--- config.mk ---
export PLATFORM = sky130hd
export DESIGN_NAME = lte_ul_ant_deintlv
export DESIGN_NICKNAME = d
export VERILOG_FILES = /design/src/rtl/lte_ul_ant_deintlv.sv
export SDC_FILE = /design/constraint.sdc
export NUM_CORES = 1
export LEC_CHECK = 0
export BUFFER_PORTS_ARGS = -buffer_cell sky130_fd_sc_hd__buf_2
export CAP_MARGIN = 10
export CELL_PAD_IN_SITES_DETAIL_PLACEMENT = 0
export CELL_PAD_IN_SITES_GLOBAL_PLACEMENT = 1
export CORE_MARGIN = 1
export CORE_UTILIZATION = 40
export DETAILED_ROUTE_END_ITERATION = 10
export PLACE_DENSITY = 0.9
export SYNTH_ARGS = -nofsm -noshare
export SYNTH_HDL_FRONTEND = slang
export SYNTH_SLANG_ARGS = --single-unit
--- constraint.sdc ---
create_clock -name clk -period 6.7 [get_ports clk]
set_input_delay 1.005 -clock clk [delete_from_list [all_inputs] [get_ports clk]]
set_output_delay 1.005 -clock clk [all_outputs]
set_load 0.005 [all_outputs]
--- src/rtl/lte_ul_ant_deintlv.sv ---
// Uplink antenna de-interleaver with frame-sync keeper (HUNT/CHECK/LOCK, flywheel).
// Optional per-frame antenna power accumulator enabled by defining LTE_UL_ANT_PWR_EN.
module lte_ul_ant_deintlv #(
  parameter int unsigned FRAME_LEN = 4915200,
  parameter int unsigned ERR_LIMIT = 3
) (
  input  logic        asy_rst,
  input  logic        clk,
  input  logic [31:0] i_data_iq,
  input  logic        i_fram_hd,
  input  logic        i_ant8_sel,
  input  logic [7:0]  i_ant_mask,
  input  logic [2:0]  i_pwr_ant,
  output logic [31:0] o_ant_iq,
  output logic [2:0]  o_ant_idx,
  output logic        o_ant_vld,
  output logic        o_frm_start,
  output logic [9:0]  o_frm_num,
  output logic [1:0]  o_sync_st,
  output logic [15:0] o_sync_err,
  output logic [15:0] o_slot_err,
  output logic [51:0] o_pwr_acc,
  output logic        o_pwr_vld
);

  localparam logic [1:0]  ST_HUNT   = 2'd0;
  localparam logic [1:0]  ST_CHECK  = 2'd1;
  localparam logic [1:0]  ST_LOCK   = 2'd2;
  localparam logic [23:0] FCNT_LAST = 24'(FRAME_LEN - 1);
  localparam logic [7:0]  ERR_MAX   = 8'(ERR_LIMIT);

  function automatic logic [15:0] sat_inc(input logic [15:0] v);
    if (v == 16'hFFFF) sat_inc = v;
    else               sat_inc = v + 16'd1;
  endfunction

  logic [31:0] data_r;
  logic        hd_r;
  logic        sel_r;
  logic [7:0]  mask_r;
  logic [2:0]  slot_r;
  logic [23:0] fcnt_r;
  logic [1:0]  state_r;
  logic [7:0]  err_cnt_r;

  logic [2:0]  cur_slot_s;
  logic        slip_s;
  logic [1:0]  state_nxt_s;
  logic [23:0] fcnt_nxt_s;
  logic [7:0]  err_nxt_s;
  logic        frm_start_s;
  logic        frm_first_s;
  logic        sync_err_s;
  logic        vld_s;

  // Input registration stage.
  always_ff @(posedge clk or posedge asy_rst) begin
    if (asy_rst) begin
      data_r <= 32'd0;
      hd_r   <= 1'b0;
      sel_r  <= 1'b0;
      mask_r <= 8'd0;
    end else begin
      data_r <= i_data_iq;
      hd_r   <= i_fram_hd;
      sel_r  <= i_ant8_sel;
      mask_r <= i_ant_mask;
    end
  end

  // Slot of the current stage-1 sample; a marker off the natural wrap is a slip.
  always_comb begin
    cur_slot_s = slot_r + 3'd1;
    slip_s     = 1'b0;
    if (sel_r) begin
      cur_slot_s = 3'd0;
      slip_s     = (slot_r != 3'd7);
    end else begin
      cur_slot_s = slot_r + 3'd1;
      slip_s     = 1'b0;
    end
  end

  // Frame-sync next-state logic.
  always_comb begin
    state_nxt_s = state_r;
    fcnt_nxt_s  = fcnt_r + 24'd1;
    err_nxt_s   = err_cnt_r;
    frm_start_s = 1'b0;
    frm_first_s = 1'b0;
    sync_err_s  = 1'b0;
    case (state_r)
      ST_HUNT: begin
        fcnt_nxt_s = 24'd0;
        err_nxt_s  = 8'd0;
        if (hd_r) state_nxt_s = ST_CHECK;
        else      state_nxt_s = ST_HUNT;
      end
      ST_CHECK: begin
        if (hd_r) begin
          fcnt_nxt_s = 24'd0;
          if (fcnt_r == FCNT_LAST) begin
            state_nxt_s = ST_LOCK;
            frm_start_s = 1'b1;
            frm_first_s = 1'b1;
            err_nxt_s   = 8'd0;
          end else begin
            state_nxt_s = ST_CHECK;
          end
        end else if (fcnt_r == FCNT_LAST) begin
          state_nxt_s = ST_HUNT;
          fcnt_nxt_s  = 24'd0;
        end else begin
          state_nxt_s = ST_CHECK;
        end
      end
      ST_LOCK: begin
        if (hd_r || (fcnt_r == FCNT_LAST)) begin
          fcnt_nxt_s = 24'd0;
          if (hd_r && (fcnt_r == FCNT_LAST)) begin
            frm_start_s = 1'b1;
            err_nxt_s   = 8'd0;
          end else begin
            // Early or missing header; the limit-reaching error drops lock and its frame start.
            sync_err_s = 1'b1;
            if ((err_cnt_r + 8'd1) >= ERR_MAX) begin
              state_nxt_s = ST_HUNT;
              err_nxt_s   = 8'd0;
            end else begin
              err_nxt_s   = err_cnt_r + 8'd1;
              frm_start_s = 1'b1;
            end
          end
        end else begin
          state_nxt_s = ST_LOCK;
        end
      end
      default: begin
        state_nxt_s = ST_HUNT;
        fcnt_nxt_s  = 24'd0;
        err_nxt_s   = 8'd0;
      end
    endcase
    vld_s = (state_nxt_s == ST_LOCK) && mask_r[cur_slot_s];
  end

  // Slot, frame counter and sync state registers.
  always_ff @(posedge clk or posedge asy_rst) begin
    if (asy_rst) begin
      slot_r    <= 3'd7;
      fcnt_r    <= 24'd0;
      state_r   <= ST_HUNT;
      err_cnt_r <= 8'd0;
    end else begin
      slot_r    <= cur_slot_s;
      fcnt_r    <= fcnt_nxt_s;
      state_r   <= state_nxt_s;
      err_cnt_r <= err_nxt_s;
    end
  end

  assign o_sync_st = state_r;

  // Output stage: sample, tags and status counters.
  always_ff @(posedge clk or posedge asy_rst) begin
    if (asy_rst) begin
      o_ant_iq    <= 32'd0;
      o_ant_idx   <= 3'd0;
      o_ant_vld   <= 1'b0;
      o_frm_start <= 1'b0;
      o_frm_num   <= 10'd0;
      o_sync_err  <= 16'd0;
      o_slot_err  <= 16'd0;
    end else begin
      o_ant_iq    <= data_r;
      o_ant_idx   <= cur_slot_s;
      o_ant_vld   <= vld_s;
      o_frm_start <= frm_start_s;
      if (frm_first_s)      o_frm_num <= 10'd0;
      else if (frm_start_s) o_frm_num <= o_frm_num + 10'd1;
      if (sync_err_s) o_sync_err <= sat_inc(o_sync_err);
      if (slip_s)     o_slot_err <= sat_inc(o_slot_err);
    end
  end

`ifdef LTE_UL_ANT_PWR_EN
  logic [2:0]         pwr_ant_r;
  logic [31:0]        pw_iq_r;
  logic               pw_take_r;
  logic               pw_fs_r;
  logic signed [31:0] sq_i_r;
  logic signed [31:0] sq_q_r;
  logic               sq_take_r;
  logic               sq_fs_r;
  logic [31:0]        sum_r;
  logic               sum_take_r;
  logic               sum_fs_r;
  logic [51:0]        acc_r;
  logic [51:0]        pwr_acc_r;
  logic               pwr_vld_r;
  logic signed [31:0] i_ext_s;
  logic signed [31:0] q_ext_s;
  logic [51:0]        term_s;

  always_comb begin
    i_ext_s = {{16{pw_iq_r[31]}}, pw_iq_r[31:16]};
    q_ext_s = {{16{pw_iq_r[15]}}, pw_iq_r[15:0]};
    term_s  = sum_take_r ? {20'd0, sum_r} : 52'd0;
  end

  // Squarer and accumulator pipeline, three stages behind the frame-start output.
  always_ff @(posedge clk or posedge asy_rst) begin
    if (asy_rst) begin
      pwr_ant_r  <= 3'd0;
      pw_iq_r    <= 32'd0;
      pw_take_r  <= 1'b0;
      pw_fs_r    <= 1'b0;
      sq_i_r     <= 32'sd0;
      sq_q_r     <= 32'sd0;
      sq_take_r  <= 1'b0;
      sq_fs_r    <= 1'b0;
      sum_r      <= 32'd0;
      sum_take_r <= 1'b0;
      sum_fs_r   <= 1'b0;
      acc_r      <= 52'd0;
      pwr_acc_r  <= 52'd0;
      pwr_vld_r  <= 1'b0;
    end else begin
      pwr_ant_r  <= i_pwr_ant;
      pw_iq_r    <= data_r;
      pw_take_r  <= (state_nxt_s == ST_LOCK) && (cur_slot_s == pwr_ant_r);
      pw_fs_r    <= frm_start_s;
      sq_i_r     <= i_ext_s * i_ext_s;
      sq_q_r     <= q_ext_s * q_ext_s;
      sq_take_r  <= pw_take_r;
      sq_fs_r    <= pw_fs_r;
      sum_r      <= $unsigned(sq_i_r) + $unsigned(sq_q_r);
      sum_take_r <= sq_take_r;
      sum_fs_r   <= sq_fs_r;
      if (sum_fs_r) begin
        pwr_acc_r <= acc_r;
        acc_r     <= term_s;
        pwr_vld_r <= 1'b1;
      end else begin
        acc_r     <= acc_r + term_s;
        pwr_vld_r <= 1'b0;
      end
    end
  end

  assign o_pwr_acc = pwr_acc_r;
  assign o_pwr_vld = pwr_vld_r;
`else
  logic unused_pwr_s;
  assign unused_pwr_s = ^i_pwr_ant;
  assign o_pwr_acc    = 52'd0;
  assign o_pwr_vld    = 1'b0;
`endif

endmodule

# Yosys cells after proc, flatten, opt, wreduce, memory -nomap -nowiden
# Cells that the tools add are included.
[word_totals]
inputBits = 47
word_cells = 77
out_inout_bits = 134
ff_bits = 158
[classes]
n_reduce_logical = 8
addsub = 6
order_cmp = 2
bitwise_logic = 2
n_mux = 34
eq_ne = 10
[op_table]
columns = ["operator", "count"]
rows = [
  ["2-to-1 mux 24 bit", 3],
  ["case mux 24 bit (2 select lines)", 1],
  ["2-to-1 mux 8 bit", 5],
  ["adder 16 x 1 -> 16 bit (second input constant)", 2],
  ["equality test 16 bit (second input constant)", 2],
  ["adder 24 x 1 -> 24 bit (second input constant)", 1],
  ["equality test 24 x 23 -> 1 bit (second input constant)", 1],
  ["2-to-1 mux 10 bit", 2],
  ["case mux 8 bit (2 select lines)", 1],
  ["2-to-1 mux 1 bit", 13],
  ["adder 10 x 1 -> 10 bit (second input constant)", 1],
  ["2-to-1 mux 2 bit", 5],
  ["adder 8 x 1 -> 8 bit (second input constant)", 1],
  ["greater-or-equal comparator 8 x 2 -> 1 bit (second input constant)", 1],
  ["!= test 2 bit (second input constant)", 3],
  ["case mux 2 bit (3 select lines)", 1],
  ["equality test 2 bit (second input constant)", 2],
  ["< comparator 3 x 4 -> 1 bit (second input constant)", 1],
  ["AND reduction 2 bit", 2],
  ["adder 3 x 1 -> 3 bit (second input constant)", 1],
  ["binary-select mux 1 bit (select 3 bit)", 1],
  ["2-to-1 mux 3 bit", 1],
  ["!= test 3 bit (second input constant)", 1],
  ["AND reduction 3 bit", 1],
  ["other kinds (7)", 9],
]

# Logic depth before layout (Yosys ltp)
# Gate-level depths: netlist (run 1).
[depth]
ltp_word = 8
depth_mapped = 13
depth_no_buf = 12

# Worst setup path after synthesis (run 1)
# OpenSTA, ideal clock, no wires.
[synth_path]
kind = "reg-to-reg"
from = "reg fcnt_r[0]"
to = "reg o_frm_num[9]"
t_arrival_ns = 2.650
stages_incl_launch_ff = 14
synth_period_minus_slack_ns = 2.728
setup_ns = 0.078
setup_slack_ns = 3.972
t_required_ns = 6.622
n_path_buf = 1
path_cell_list = "dfrtp_1 -> ha_1 -> and4_1 -> clkbuf_1 -> nand4_1 -> nor2_1 -> inv_1 -> ha_1 -> nor2b_1 -> o211ai_1 -> nor2_1 -> a21oi_4 -> or4_1 -> a21oi_1"
[synth_between]
elab_chain_len = 6
elab_cells_between_ends = 11
classes_between = "eq/ne: 1; mux: 7; reduce/logical: 3"
[synth_lines]
columns = ["element", "line_no", "text"]
rows = [
  ["from (decl)", "42", "logic [23:0] fcnt_r;"],
  ["from (signal assigned)", "156", "fcnt_r <= fcnt_nxt_s;"],
  ["equality test 24 x 23 -> 1 bit (*)", "102, 118, 120", ""],
  ["logical AND 1 bit", "120", "if (hd_r && (fcnt_r == FCNT_LAST)) begin"],
  ["2-to-1 mux 1 bit", "120", ""],
  ["2-to-1 mux 1 bit", "118", "if (hd_r || (fcnt_r == FCNT_LAST)) begin"],
  ["case mux 1 bit (2 select lines)", "92", "case (state_r)"],
  ["nonzero test 2 bit (no source line)", "--", ""],
  ["to (signal assigned)", "180", "else if (frm_start_s) o_frm_num <= o_frm_num + 10'd1;"],
  ["to (decl)", "18", "output logic [9:0] o_frm_num,"],
]
# Mark *: on every way between the ends. The rest lies on a longest branch, timed or not.
# A chain may end at the register's enable or synchronous reset.

# Final worst setup path (run 1)
[layout_path]
from = "reg fcnt_r[0]"
to = "reg o_sync_err[15]"
[layout_between]
elab_chain_len = 6
elab_cells_between_ends = 7
classes_between = "eq/ne: 1; mux: 3; reduce/logical: 3"
[layout_lines]
columns = ["element", "line_no", "text"]
rows = [
  ["equality test 24 x 23 -> 1 bit (*)", "118, 120", ""],
  ["logical AND 1 bit", "120", ""],
  ["2-to-1 mux 1 bit", "120", ""],
  ["2-to-1 mux 1 bit (*)", "118", ""],
  ["2-to-1 mux 1 bit (*)", "92", ""],
  ["AND reduction 2 bit (no source line) (*)", "--", ""],
  ["to (signal assigned)", "181", "if (sync_err_s) o_sync_err <= sat_inc(o_sync_err);"],
  ["to (decl)", "20", "output logic [15:0] o_sync_err,"],
]
# Marks and branches as above.

==> results of run 1 <==
[layout by cell type, fill, tap and decap left out, drive strengths merged, types with 6 or more instances in the layout]
master	synthesis	layout
dfrtp	155	155
and4	7	7
xnor2	31	31
nand2	32	32
o21ai	6	6
xor2	19	19
and3	12	12
conb	1	53
nand3	23	23
nor2	46	46
a21oi	15	15
clkbuf	8	19
inv	9	17
ha	14	14
nand4	17	17
nor2b	11	11
buf	53	125
[cell type report]
cell class / instances / share of cell area (%)
diodes: 1 / 0.0332
clock buffers: 19 / 6.01
clock inverters: 13 / 1.64
inverters: 9 / 0.515
multi-input cells: 334 / 27.4
flip-flops and latches: 158 / 52.5
well taps: 211 / 3.50
repair buffers: 125 / 8.34
[power by group through the flow]
stage,registers [mW],clock network [mW],logic (mW)
finish,1.04,0.920,0.136
global route,1.04,0.986,0.157
CTS,1.04,0.943,0.140
detailed placement,1.05,0,0.140
global placement,1.05,0,0.136
floorplan,1.05,0,0.0960
[state kept, by name, summed over array words and instances (netlist names)]
signal,flops
err_cnt_r,8
o_slot_err,16
slot_r,3
fcnt_r,24
o_sync_err,16
mask_r,8
o_sync_st,2
o_ant_iq,32
o_ant_vld,1
o_frm_start,1
o_ant_idx,3
sel_r,1
data_r,32
hd_r,1
o_frm_num,10
[kinds of logic after synthesis]
logic type,share of synthesized area (%)
AO/OA/AOI/OAI,4.34
XOR/XNOR,6.96
adder cells (fa/ha/maj),2.78
buffers and inverters,7.34
flip-flops,62.9
multiplexers,1.55
other,0.0596
AND/OR/NAND/NOR,14.1
[worst min path at each step]
stage          startpoint           end  slack (ns)  cells after the start
6_report       data_r[26]  o_ant_iq[26]        0.34                      0
3_3_place_gp   data_r[11]  o_ant_iq[11]        0.33                      0
5_1_grt        data_r[31]  o_ant_iq[31]        0.35                      0
2_1_floorplan   data_r[0]   o_ant_iq[0]        0.33                      0
3_5_place_dp   data_r[22]  o_ant_iq[22]        0.33                      0
4_1_cts        data_r[26]  o_ant_iq[26]        0.35                      0
[per-layer routing]
layer  up-vias  share of wire, %  global-route usage (%)
met5         -              0.17                       0
met4         2               1.8                    6.93
met3        18               6.5                    5.32
met1      2010                41                    18.6
met2       124                50                    24.8
li1       1897                 -                       -
[metrics by stage]
step	utilization (%)	cells	instance area (sq um)	worst slack [ns]
final	49.4	870	7530	3.52
after global routing	49.4	869	7530	3.26
after CTS	49.4	869	7530	3.49
after detailed placement	45.6	837	6960	3.50
after global placement	45.6	837	6960	3.67
after floorplan	-	562	6490	1.44
[worst max-delay path, cell delays in order (launching register included)]
cell,delay (ns)
dfrtp_1,0.39
ha_1,0.22
and4_1,0.34
nand4_1,0.17
nor2_1,0.21
ha_1,0.15
nand2_1,0.08
a31oi_1,0.74
and4_1,0.45
nand4_1,0.16
xnor2_1,0.17
==> impl_results.md, run 1 <==
- Outcome: finished, final reports clean
- Layout overhead on the synthesized area: 19.8%
- Global-route wire length before repair: 19.4 mm
- Nets@finish: between 700 and 800
- Sequential fraction of the synthesis area: between 60% and 70%
- CTS Root Cell: clkbuf_16
- Final Critical Period: 3.18 ns
- Site Rows: 45
- Most frequent cell after synthesis: dfrtp_1
- Die area: roughly 16000 sq um
- Slew @ Worst Pin: roughly 1.1 ns
- Detailed placement HPWL: about 8.0 mm
- Fmax: around 0.31 GHz
- PortBufs: 124
- Top cells by count, synth: dfrtp_1, buf_4, nor2_1
- Synth area leaders: dfrtp_1, buf_4, xnor2_1
- Area leader, netlist: dfrtp_1
- Number of setup buffers added after CTS: 0
- CTS tree: done
- Pre-antenna DRT Iters: 4
- Count of different cell masters after synthesis: 47
- Critical path arrival: 3.48 ns
- Net Sw Frac: about a quarter
- Number of vias per cell: 4.66
- FF-to-FF End: o_sync_err[15]
- Total gr overflow: 0
- H-tree Lvls: 4
- Final ANT Viol Nets: 0
- HP Class: reg -> reg
- Reg-to-reg slack, setup: 3.52 ns
- Via count: between 4000 and 5000
- Yosys top cell area share: between 60 and 70%
- Combinational Power Share: between 6 and 7%
- CORE AREA: 15300 sq um
- Register area: 3960 sq um
- Clock Tree Buf Depth: 2
- Final setup skew: around 0.0091 ns
- Share of layout cells above drive strength 1: about a quarter
- Post-synthesis cell area: about 6300 sq um
- Depth of the most critical reg-to-reg path: 10
- Crit share post-route: 47.5%
- Sequential power share: ~50%
- Multi-input logic area: 2070 sq um
- Worst VDD drop: ~0.25 mV
- CP Capture Type: register
- YS warnings: 0
- GPL Wtd Cong: between 0.7 and 0.8
- Unrepaired setup endpoints after global routing: no
- Initial antenna violation count: 2
- Pin count of the biggest net entering global routing: about 90
- Total GRT Usage: between 15 and 20%
- DIE HEIGHT: around 130 um
- Critical path origin: fcnt_r[0]
- CP Class: reg -> reg
- Gate Count Post-Synth: approximately 500
- Sw Pwr: 0.522 mW
- Avg Inst Size Synth: between 10 and 15 sq um
- Max Cap Viol: 0
- FF-to-FF Start: fcnt_r[0]
- Power Density: between 200 and 300 nW/um^2
- Clk slew on worst S/H paths: 0.07 ns
- Yosys reg bits: between 150 and 200
- Worst Path Required: around 7 ns
- Final hold violation count: 0
- Num ports: around 180
- Async set-or-reset flop fraction in the synthesized netlist: 100%
- Clock share of power: a little over two fifths
- Remaining DRCs: 0
- Post-CTS resize count: 0
- Final Power: between 2 and 2.5 mW
- Crit path capture: o_sync_err[15]
- Crit start category: register
- WHS: around 0.34 ns
- CTS buffer count: 17
- Hold-fix buffer count after cts: 0
- Crit path max fanout: 11
- Routed wire length: between 10 and 15 mm
- Cell internal pwr: 1.57 mW
- Leakage Power: between 3 and 4 nW
- Final setup violation count: 0
- CTS sink count: between 150 and 200
- Avg WL per Cell: ~13 um
- Max_slew headroom: a little over a quarter
- Die X: between 100 and 150 um
- Fillers: about 1300
- Vias in the first global route: about 4000
- Setup_tns: 0 ns
- Slew Viols, Final: 0
- Initial Utilization: slightly above 40%
- EDFF count, synth: 0
- Clock latency on the worst-skew pair: about 0.42 ns
- Top FF cell, synth: dfrtp_1
- Initial DRC count: between 150 and 200
No activity file was read; power rests on OpenSTA's default activity.
==> run 2: changes to the inputs <==
clock period = 3.2 ns   (was 6.7 ns; I/O delays follow)
==> impl_results.md, run 2 (same netlist as run 1, synthesis figures left out) <==
- Die area: 16200 sq um
- GPL Wtd Cong: about 0.80
- WHS: approximately 0.16 ns
- Slowest CP cell: or4_1
- Crit share post-route: between 90% and 100%
- Nets@finish: ~710
- Share of layout cells above drive strength 1: 26.3%
- Most frequent cells in the layout: dfrtp_1, buf_2, conb_1, nor2_1, nand2_1
- Slew @ Worst Pin: 0.793 ns
- Leakage Power: 3.69 nW
- Initial antenna violation count: 0
- Num ports: between 150 and 200
- Die X: roughly 130 um
- Clock Tree Buf Depth: 2
- Final Critical Period: around 3 ns
- CTS Root Cell: clkbuf_16
- Hold endpoint: sel_r
- Final hold violation count: 0
- Fmax: 0.339 GHz
- CP Capture Type: register
- DIE HEIGHT: around 130 um
- Max Cap Viol: 0
- Pre-CTS WS: approximately 0.20 ns
- Number of setup buffers added after CTS: 0
- Via count: ~4000
- Slew Viols, Final: 0
- Number of vias per cell: ~4.6
- Initial DRC count: 144
- CTS tree: done
- FF-to-FF End: o_frm_num[9]
- Total GRT Usage: between 10% and 20%
- Unrepaired setup endpoints after global routing: no
- Worst Path Required: ~3.5 ns
- Site Rows: 45
- Regs by FF count: data_r (32), o_ant_iq (32), fcnt_r (24)
- Crit start category: register
- Commonest non-fill, non-tap cell in the layout: dfrtp_1
- Avg WL per Cell: 12.7 um
- Final setup skew: between 0.006 and 0.007 ns
- Clk slew on worst S/H paths: approximately 0.07 ns
- CORE AREA: about 15000 sq um
- Final setup violation count: 0
- Global-route wire length before repair: between 15 and 20 mm
- CP Cell Sequence: ha_1 > and4_2 > nand4_1 > nor2_1 > inv_1 > ha_1 > nor2b_1 > o211ai_1 > nor2_1 > a21oi_4 > or4_1 > a21oi_1
- Max stage delay on crit path: 0.47 ns
- Critical path arrival: between 3 and 4 ns
- Reg-to-reg slack, setup: 0.25 ns
- Hold depth: 1
- N_diodes: 0
- Hold Crit Start: i_ant8_sel
- PortBufs: around 120
- Outcome: finished, final reports clean
- Placed cells: 840
- Power Density: slightly below 600 nW/um^2
- H-tree Lvls: 4
- Max_slew headroom: a little under half
- Clock latency on the worst-skew pair: approximately 0.42 ns
- Pre-antenna DRT Iters: 4
- Detailed placement HPWL: 7.75 mm
- Worst VDD drop: around 0.37 mV
- Hold-fix buffer count after cts: 0
- Final WS setup: ~0.25 ns
- Routed wire length: ~11 mm
- Total gr overflow: 0
- Finished Core Util: between 40 and 50%
- Crit path max fanout: 10
- Initial Utilization: between 40% and 50%
- Non-Filler Instances: around 870
- Layout overhead on the synthesized area: 20.2%
- CTS sink count: about 160
- HP Class: in -> reg
- CP Class: reg -> reg
- Vias in the first global route: between 3000 and 4000
- Depth of the most critical reg-to-reg path: 12
- Setup_tns: 0 ns
- CTS buffer count: 17
- Remaining DRCs: 0
- FF-to-FF Start: fcnt_r[0]
- Final ANT Viol Nets: 0
- Pin count of the biggest net entering global routing: ~160
[run 2: layout make-up]
cell class                 count  area (sq um)
fill                        1342          7700
sequential                   158          3960
multi-input combinational    334          2070
timing repair buffer         128           663
clock buffer                  17           425
tap                          211           264
clock inverter                15           146
inverter                       9          37.5
[run 2: worst max-delay path by stage]
stage,startpoint,to,cells past startpoint
finish,fcnt_r[0],o_frm_num[9],12
global route,fcnt_r[0],o_frm_num[9],12
CTS,fcnt_r[0],o_frm_num[9],12
detailed placement,fcnt_r[0],o_frm_num[9],12
global placement,fcnt_r[0],o_frm_num[9],12
floorplan,fcnt_r[0],o_frm_num[9],13
[run 2: layer usage]
metal  share of wire [%]  global-route usage, %
met2                  48                   22.8
met3                 7.0                   4.86
met1                  43                   18.1
met5                   0                      0
met4                 2.2                   7.00
[run 2: critical path: cells and delay by family, from the launching register on]
family / cells / cell delay, ns
AOI/OAI and AO/OA: 3 / 0.41
adders and majority gates: 2 / 0.43
buffers and inverters: 1 / 0.07
DFF: 1 / 0.39
and+or+nand+nor: 6 / 1.57
[run 2: repair_timing]
| action | in CTS | in global routing |
|---|---|---|
| endpoints found under the hold margin | 0 | 0 |
| setup endpoints to repair | 0 | 1 |
| gates resized for setup | 0 | 1 |
[run 2: where the power goes]
| part | internal (mW) | switching (mW) | total [mW] |
|---|---|---|---|
| logic | 0.123 | 0.166 | 0.288 |
| registers | 2.10 | 0.0657 | 2.16 |
| clock network | 1.03 | 0.877 | 1.91 |
| total | 3.25 | 1.11 | 4.36 |
[run 2: per-stage QoR]
| stage | cell area [sq um] | power, mW |
|---|---|---|
| 6_report | 7560 | 4.36 |
| 5_1_grt | 7560 | 4.55 |
| 4_1_cts | 7560 | 4.42 |
| 2_1_floorplan | 6490 | 2.40 |
| 3_3_place_gp | 6990 | 2.49 |
| 3_5_place_dp | 6990 | 2.50 |
